===== src/rtl/drbg_sequencer.sv =====
// CTR-DRBG command sequencer: instantiate, generate bursts while the buffer accepts, forced reseed before budget overrun.
// All outputs registered; decisions in IDLE/READY appear one cycle later; buf_ready_i/drbg_busy_i stall issue, wait states time out to FAULT.
module drbg_sequencer #(
    parameter int unsigned BLOCKS_PER_GEN  = 16,
    parameter int unsigned RESEED_INTERVAL = 511,
    parameter int unsigned CMD_TIMEOUT     = 4095
) (
    input  logic        clk,
    input  logic        rst_n,
    input  logic        enable,
    input  logic        health_ok,
    input  logic        buf_ready_i,
    input  logic        drbg_busy_i,
    input  logic        drbg_random_valid_i,
    output logic        drbg_instantiate_o,
    output logic        drbg_reseed_o,
    output logic        drbg_generate_o,
    output logic [15:0] num_blocks_o,
    output logic [15:0] blocks_since_seed_o,
    output logic [2:0]  state_o,
    output logic        fault_o
);

    typedef enum logic [2:0] {
        ST_IDLE        = 3'd0,
        ST_INST_WAIT   = 3'd1,
        ST_READY       = 3'd2,
        ST_GEN_WAIT    = 3'd3,
        ST_RESEED_WAIT = 3'd4,
        ST_FAULT       = 3'd5
    } state_e;

    localparam logic [15:0] BLK_GEN    = 16'(BLOCKS_PER_GEN);
    localparam logic [16:0] BLK_GEN_X  = 17'(BLOCKS_PER_GEN);
    localparam logic [16:0] RESEED_LIM = 17'(RESEED_INTERVAL);
    localparam logic [15:0] TMO        = 16'(CMD_TIMEOUT);

    state_e      state_q, state_d;
    logic        inst_q, inst_d;
    logic        reseed_q, reseed_d;
    logic        gen_q, gen_d;
    logic [15:0] nblk_q, nblk_d;
    logic [15:0] bss_q, bss_d;
    logic [15:0] wcnt_q, wcnt_d;
    logic        fault_q, fault_d;

    logic        seed_clr;
    logic        wait_done;
    logic        budget_hit;
    logic        count_en;
    logic [15:0] wcnt_inc;

    // busy is only trusted from the second wait cycle on
    assign wait_done  = (wcnt_q != 16'd0) && !drbg_busy_i;
    assign wcnt_inc   = wcnt_q + 16'd1;
    assign budget_hit = ({1'b0, bss_q} + BLK_GEN_X) > RESEED_LIM;

    always_comb begin
        state_d  = state_q;
        inst_d   = 1'b0;
        reseed_d = 1'b0;
        gen_d    = 1'b0;
        nblk_d   = 16'd0;
        wcnt_d   = wcnt_q;
        fault_d  = fault_q;
        seed_clr = 1'b0;

        case (state_q)
            ST_IDLE: begin
                if (enable && health_ok && !drbg_busy_i) begin
                    inst_d   = 1'b1;
                    seed_clr = 1'b1;
                    wcnt_d   = 16'd0;
                    state_d  = ST_INST_WAIT;
                end
            end
            ST_READY: begin
                if (!enable || !health_ok) begin
                    state_d = ST_IDLE;
                end else if (!drbg_busy_i) begin
                    if (budget_hit) begin
                        reseed_d = 1'b1;
                        wcnt_d   = 16'd0;
                        state_d  = ST_RESEED_WAIT;
                    end else if (buf_ready_i) begin
                        gen_d   = 1'b1;
                        nblk_d  = BLK_GEN;
                        wcnt_d  = 16'd0;
                        state_d = ST_GEN_WAIT;
                    end
                end
            end
            ST_INST_WAIT, ST_GEN_WAIT, ST_RESEED_WAIT: begin
                // health/enable are not consulted here: an issued command always runs to completion
                if (wait_done) begin
                    seed_clr = (state_q == ST_RESEED_WAIT);
                    wcnt_d   = 16'd0;
                    state_d  = ST_READY;
                end else if (wcnt_inc >= TMO) begin
                    fault_d = 1'b1;
                    state_d = ST_FAULT;
                end else begin
                    wcnt_d = wcnt_inc;
                end
            end
            ST_FAULT: begin
                state_d = ST_FAULT;
            end
            default: begin
                state_d = ST_IDLE;
            end
        endcase
    end

    assign count_en = drbg_random_valid_i && (state_q != ST_IDLE) && (state_q != ST_FAULT);

    always_comb begin
        bss_d = bss_q;
        if (seed_clr) begin
            bss_d = 16'd0;
        end else if (count_en && (bss_q != 16'hFFFF)) begin
            bss_d = bss_q + 16'd1;
        end
    end

    always_ff @(posedge clk or negedge rst_n) begin
        if (!rst_n) begin
            state_q  <= ST_IDLE;
            inst_q   <= 1'b0;
            reseed_q <= 1'b0;
            gen_q    <= 1'b0;
            nblk_q   <= 16'd0;
            bss_q    <= 16'd0;
            wcnt_q   <= 16'd0;
            fault_q  <= 1'b0;
        end else begin
            state_q  <= state_d;
            inst_q   <= inst_d;
            reseed_q <= reseed_d;
            gen_q    <= gen_d;
            nblk_q   <= nblk_d;
            bss_q    <= bss_d;
            wcnt_q   <= wcnt_d;
            fault_q  <= fault_d;
        end
    end

    assign drbg_instantiate_o  = inst_q;
    assign drbg_reseed_o       = reseed_q;
    assign drbg_generate_o     = gen_q;
    assign num_blocks_o        = nblk_q;
    assign blocks_since_seed_o = bss_q;
    assign state_o             = state_q;
    assign fault_o             = fault_q;

endmodule

===== config.mk =====
export PLATFORM = sky130hd
export DESIGN_NAME = drbg_sequencer
export DESIGN_NICKNAME = d
export VERILOG_FILES = /design/src/rtl/drbg_sequencer.sv
export SDC_FILE = /design/constraint.sdc
export NUM_CORES = 1
export LEC_CHECK = 0
export ABC_CLOCK_PERIOD_IN_PS = 3760
export CAP_MARGIN = 20
export CORE_ASPECT_RATIO = 1.4
export CORE_MARGIN = 10
export CORE_UTILIZATION = 53
export CTS_CLUSTER_DIAMETER = 50
export DETAILED_ROUTE_END_ITERATION = 10
export HOLD_SLACK_MARGIN = 0.06
export PLACE_DENSITY = 0.77
export SYNTH_ARGS = -nofsm -noshare
export SYNTH_HDL_FRONTEND = slang
export SYNTH_SLANG_ARGS = --single-unit

===== constraint.sdc =====
create_clock -name clk -period 3.76 [get_ports clk]
set_input_delay 0.376 -clock clk [delete_from_list [all_inputs] [get_ports clk]]
set_output_delay 0.376 -clock clk [all_outputs]
set_load 0.02 [all_outputs]

== After elaboration in Yosys (flattened, before gate mapping) ==
Index checks and enable logic that the tools add are counted.
Storage, ports and cells
  bits of input ports: 7
  bits in registers: 55
Cells by class
  bitwise gates (word level): 1
  magnitude comparators: 2
  equality and inequality tests: 15
  reduce and logical (&&, ||, !) cells: 19
  multiplexer cells: 36
  add/subtract/negate cells: 3
Operators by type and width (number)
  two-way mux 16 bit: 9
  case mux 16 bit (3 select lines): 1
  adder 16 x 1 -> 16 bit (second input constant): 2
  two-way mux 5 bit: 5
  two-way mux 3 bit: 7
  adder 16 x 5 -> 17 bit (second input constant): 1
  > comparator 17 x 9 -> 1 bit (second input constant): 1
  greater-or-equal comparator 16 x 12 -> 1 bit (second input constant): 1
  inequality test 16 bit (second input constant): 1
  nonzero test 16 bit: 1
  inequality test 3 bit (second input constant): 5
  two-way mux 1 bit: 12
  case mux 3 bit (4 select lines): 1
  == test 3 x 2 -> 1 bit (second input constant): 2
  == test 3 bit (second input constant): 2
  logical AND 1 bit: 6
  inequality test 2 bit (second input constant): 3
  AND reduction 6 bit: 1
  nonzero test 3 bit: 2
  inequality test 4 bit (second input constant): 1
  AND reduction 4 bit: 1
  == test 3 x 1 -> 1 bit (second input constant): 1
  logical NOT 1 bit: 3
  logical NOT 3 bit: 1
  other kinds (6): 6

== Depth between registers and ports, before layout ==
  depth in word-level cells: 6
  mapped depth: 10
  gate-level depth less buffers: 9

== Least setup slack after synthesis ==
Ideal clock, no wire load.
  path kind: register to register
  from: reg bss_q[4] (netlist: blocks_since_seed_o[4])
  to: reg wcnt_q[14]
  library setup time: 66 ps
  data required time: 3694 ps
  period minus slack after synthesis: 2827 ps
  arrival: 2762 ps
  buffers on the path: 2
  slack: 933 ps
  stages on the path, launching flop included: 11
  cell sequence: dfrtp_1 ha_1 nand4_1 or2_1 o31ai_1 o22ai_1 or4_1 buf_2 o311ai_4 buf_6 and2_1
On the way
  cells in the longest elaborated chain, start to end: 6
  elaborated cells between the ends (all ways): 8
  classes of those cells: add/sub (1); order compare (1); eq/ne (1); mux (4); reduce/logical (1)
Ends and longest elaborated chain
  start: declaration: line 43  | logic [15:0] bss_q, bss_d;
  start signal: assignment: line 142  | bss_q <= bss_d;
  adder 16 x 5 -> 17 bit *: line 56  | assign budget_hit = ({1'b0, bss_q} + BLK_GEN_X) > RESEED_LIM;
  > comparator 17 x 9 -> 1 bit *: line 56
  two-way mux 16 bit: line 81  | if (budget_hit) begin
  two-way mux 16 bit: line 80  | end else if (!drbg_busy_i) begin
  two-way mux 16 bit: line 78  | if (!enable || !health_ok) begin
  case mux 16 bit (3 select lines): line 68  | case (state_q)
  end signal: assignment: line 143  | wcnt_q <= wcnt_d;
  end: declaration: line 44  | logic [15:0] wcnt_q, wcnt_d;
Mark *: on every way between the ends. The rest lies on a longest branch, timed or not. The select of a mux whose other input is x is not followed.
A chain may end at the register's enable or synchronous reset.

== Worst setup path in the final report ==
  from: reg bss_q[4] (netlist: blocks_since_seed_o[4])
  to: reg wcnt_q[1]
Same word-level chain as after synthesis.

==> impl_metrics.json <==
{
  "status": "complete, no violations",
  "wl_per_cell_um": 15.7,
  "yosys_warnings": 0,
  "drc": 0,
  "die_area_um2": 8190,
  "diodes": 0,
  "slowest_delay_ns": 0.69,
  "hold_viol": 0,
  "rr_endpoint": "wcnt_q[1]$_DFFE_PN0P_",
  "busiest_layer": "met2",
  "p_comb_share_pct": 46.1,
  "power_density_nw_per_um2": 603,
  "worstPathMaxFanout": 16,
  "ios": 46,
  "switching_share_pct": 43.9,
  "dr.pass1.iters": 4,
  "start_kind": "register",
  "hold_class": "in2async",
  "start_util_pct": 54.5,
  "arrival_ns": 3.37,
  "worstPathCellList": "ha_1, nand4_1, or2_1, o31ai_1, o22ai_1, or4_1, o311ai_4, mux2i_1",
  "fin_nets": 339,
  "finalClockSkew_ns": 0.00620,
  "synth_commonest_cells": "nor2_1 (40), dfrtp_1 (39), nand2_1 (29)",
  "clkLatencyLatePin_ns": 0.29,
  "cts_inserted_buffers": 5,
  "tritoncts": "yes",
  "synthArstFlopShare_pct": 100,
  "rr_worst_depth": 8,
  "intPower_uw": 993,
  "vias_per_cell": 5.73,
  "synth.distinct_cells": 56,
  "h-tree-depth": 2,
  "synth_edf_count": 0,
  "ys_top_cells_by_area": "dfrtp_1 (37%), nor2_1 (5.7%), buf_4 (4.6%)",
  "ctsHoldBuffers": 0,
  "p_leak_uw": 0.00123,
  "pwr-share-clk_pct": 15.1,
  "ant_nets": 0,
  "io_buffers": 30,
  "seq_area_frac_synth_pct": 37.3,
  "grtUsageMet2_pct": 27.3,
  "clock-sinks": 39,
  "worstSetupEndpointType": "register",
  "hold_slack_ns": 0.192,
  "syn_area_um2": 2620,
  "clk_pin_slew_ns": 0.07,
  "max_freq_ghz": 0.316,
  "grt-ovfl-total": 0,
  "dpl.hpwl_mm": 4.59,
  "vdd_ir_drop_max_mv": 0.404,
  "rrSetupSlack_ns": 0.60,
  "synth-seq-cells": 39,
  "grt.total_usage_pct": 15.5,
  "rows": 30,
  "grt_use_met1_pct": 17.1,
  "worstPathRequired_ns": 3.97,
  "grt_pass1_vias": 2202,
  "via_count": 2239,
  "grt_pass1_wl_mm": 10.3,
  "fp.dieH_um": 103,
  "drt-initial-drc-count": 203,
  "postSynthCellCount": 307,
  "relSlewSlack_pct": 43.0,
  "timing.final.crit_share_pct": 84.1,
  "clock_path_buffers": 2,
  "synth_top_area_share_pct": 37.3,
  "tns_ns": 0,
  "drive_above_1_share_pct": 5.81,
  "yosysMostFrequentCell": "nor2_1",
  "clock_tree.root_cell": "clkbuf_8",
  "syn_avg_cell_area_um2": 8.53,
  "area_growth_pct": 12.1,
  "ctsResizeCount": 0,
  "coreArea_um2": 4800,
  "totalWireLength_mm": 6.15,
  "synth_area_leader_cell": "dfrtp_1",
  "tightest_slew_ns": 0.855,
  "reg2reg_from": "blocks_since_seed_o[4]$_DFFE_PN0P_",
  "setup_viol": 0,
  "worstSetupPathType": "reg2reg",
  "critPathSlowestCell": "or4_1",
  "maxCapViolations": 0,
  "grt_max_degree": 40,
  "p_switching_uw": 778,
  "slew_violations": 0,
  "antenna_found_initial": 0,
  "period_needed_ns": 3.16,
  "place.gp.congestion": 0.905,
  "die_x_um": 79.4,
  "grt_use_met3_pct": 3.98,
  "post_cts.repair.setup_buffers": 0,
  "pwr-share-seq_pct": 38.8,
  "rsz0062_at_grt": "false",
  "synth-main-ff-cell": "dfrtp_1"
}
==> worst max-delay path: cells and delay by family (launching register included) <==
| kind | cells | cell delay, ns |
|---|---|---|
| compound gates | 3 | 0.98 |
| fa+ha+maj | 1 | 0.26 |
| flops | 1 | 0.46 |
| mux | 1 | 0.25 |
| simple gates | 3 | 1.13 |
==> worst max-delay path by stage <==
stage                                                  start                      to  slack (ns)
after floorplan           blocks_since_seed_o[4]$_DFFE_PN0P_  wcnt_q[14]$_DFFE_PN0P_        0.93
after global placement    blocks_since_seed_o[4]$_DFFE_PN0P_   wcnt_q[1]$_DFFE_PN0P_        0.73
after detailed placement  blocks_since_seed_o[4]$_DFFE_PN0P_   wcnt_q[1]$_DFFE_PN0P_        0.61
after CTS                 blocks_since_seed_o[4]$_DFFE_PN0P_   wcnt_q[1]$_DFFE_PN0P_        0.60
after global routing      blocks_since_seed_o[4]$_DFFE_PN0P_   wcnt_q[1]$_DFFE_PN0P_        0.40
final                     blocks_since_seed_o[4]$_DFFE_PN0P_   wcnt_q[1]$_DFFE_PN0P_        0.60
==> sequential cells by signal, summed over array words and instances (netlist names) <==
| signal | cells |
|---|---|
| wcnt_q | 16 |
| fault_o | 1 |
| blocks_since_seed_o | 16 |
| state_o | 3 |
| drbg_reseed_o | 1 |
| drbg_instantiate_o | 1 |
| num_blocks_o | 1 |
==> through the flow <==
| step | area, um2 | setup WS (ns) | total power, uW | util (%) | std cells |
|---|---|---|---|---|---|
| 3_5_place_dp | 2860 | 0.614 | 1500 | 59.4 | 383 |
| 2_1_floorplan | 2670 | 0.933 | 1290 | - | 321 |
| 3_3_place_gp | 2860 | 0.733 | 1480 | 59.4 | 383 |
| 5_1_grt | 2940 | 0.395 | 1910 | 61.1 | 391 |
| 4_1_cts | 2940 | 0.595 | 1780 | 61.1 | 391 |
| 6_report | 2940 | 0.600 | 1770 | 61.1 | 391 |
==> cell type report <==
type	count	area [um2]
multi-input combinational	238	1450
clock buffer	7	76.3
sequential	39	976
inverter	10	37.5
timing repair buffer	32	310
fill	473	1870
clock inverter	1	5.00
tap	64	80.1
==> cells in the final DEF, fill, tap and decap left out, types with 4 or more instances in the layout <==
| cell type | Yosys | final |
|---|---|---|
| inv_1 | 10 | 10 |
| xor2_1 | 13 | 13 |
| nand3_1 | 17 | 17 |
| nand2_1 | 29 | 29 |
| ha_1 | 6 | 6 |
| nand2b_1 | 4 | 4 |
| nand4_1 | 11 | 11 |
| o22a_1 | 9 | 9 |
| xnor2_1 | 9 | 9 |
| o21ai_0 | 12 | 12 |
| clkdlybuf4s50_1 | 0 | 29 |
| and3_1 | 5 | 5 |
| o22ai_1 | 4 | 4 |
| a21oi_1 | 5 | 5 |
| conb_1 | 1 | 15 |
| dfrtp_1 | 39 | 39 |
| and2_1 | 6 | 6 |
| nor2_1 | 40 | 40 |
| clkbuf_8 | 0 | 5 |
| nor4_1 | 5 | 5 |
| nor3_1 | 10 | 10 |
==> metal layers <==
| metal | share of wire, % | wire (um) |
|---|---|---|
| met1 | 39 | 2400 |
| met2 | 53 | 3290 |
| met3 | 5.2 | 320 |
| met4 | 2.3 | 139 |
| met5 | 0 | 0 |
==> power by group through the flow <==
stage                     Sequential, uW  Combinational, uW  Clock (uW)
after floorplan                      655                631           0
final                                687                815         268
after global routing                 706                915         292
after global placement               686                797           0
after detailed placement             688                815           0
after CTS                            681                820         276
==> cell families (layout without fill, tap and decap cells) <==
| family | after synthesis | count (layout) | share of synthesized area (%) |
|---|---|---|---|
| buf+inv | 44 | 50 | 9.32 |
| compound gates | 47 | 47 | 13.5 |
| simple gates | 144 | 144 | 27.9 |
| mux | 4 | 4 | 1.62 |
| flops | 39 | 39 | 37.3 |
| fa+ha+maj | 6 | 6 | 2.87 |
| xor+xnor | 22 | 22 | 7.36 |
| other cells | 1 | 15 | 0.143 |
Power figures use the tool's default switching activity.
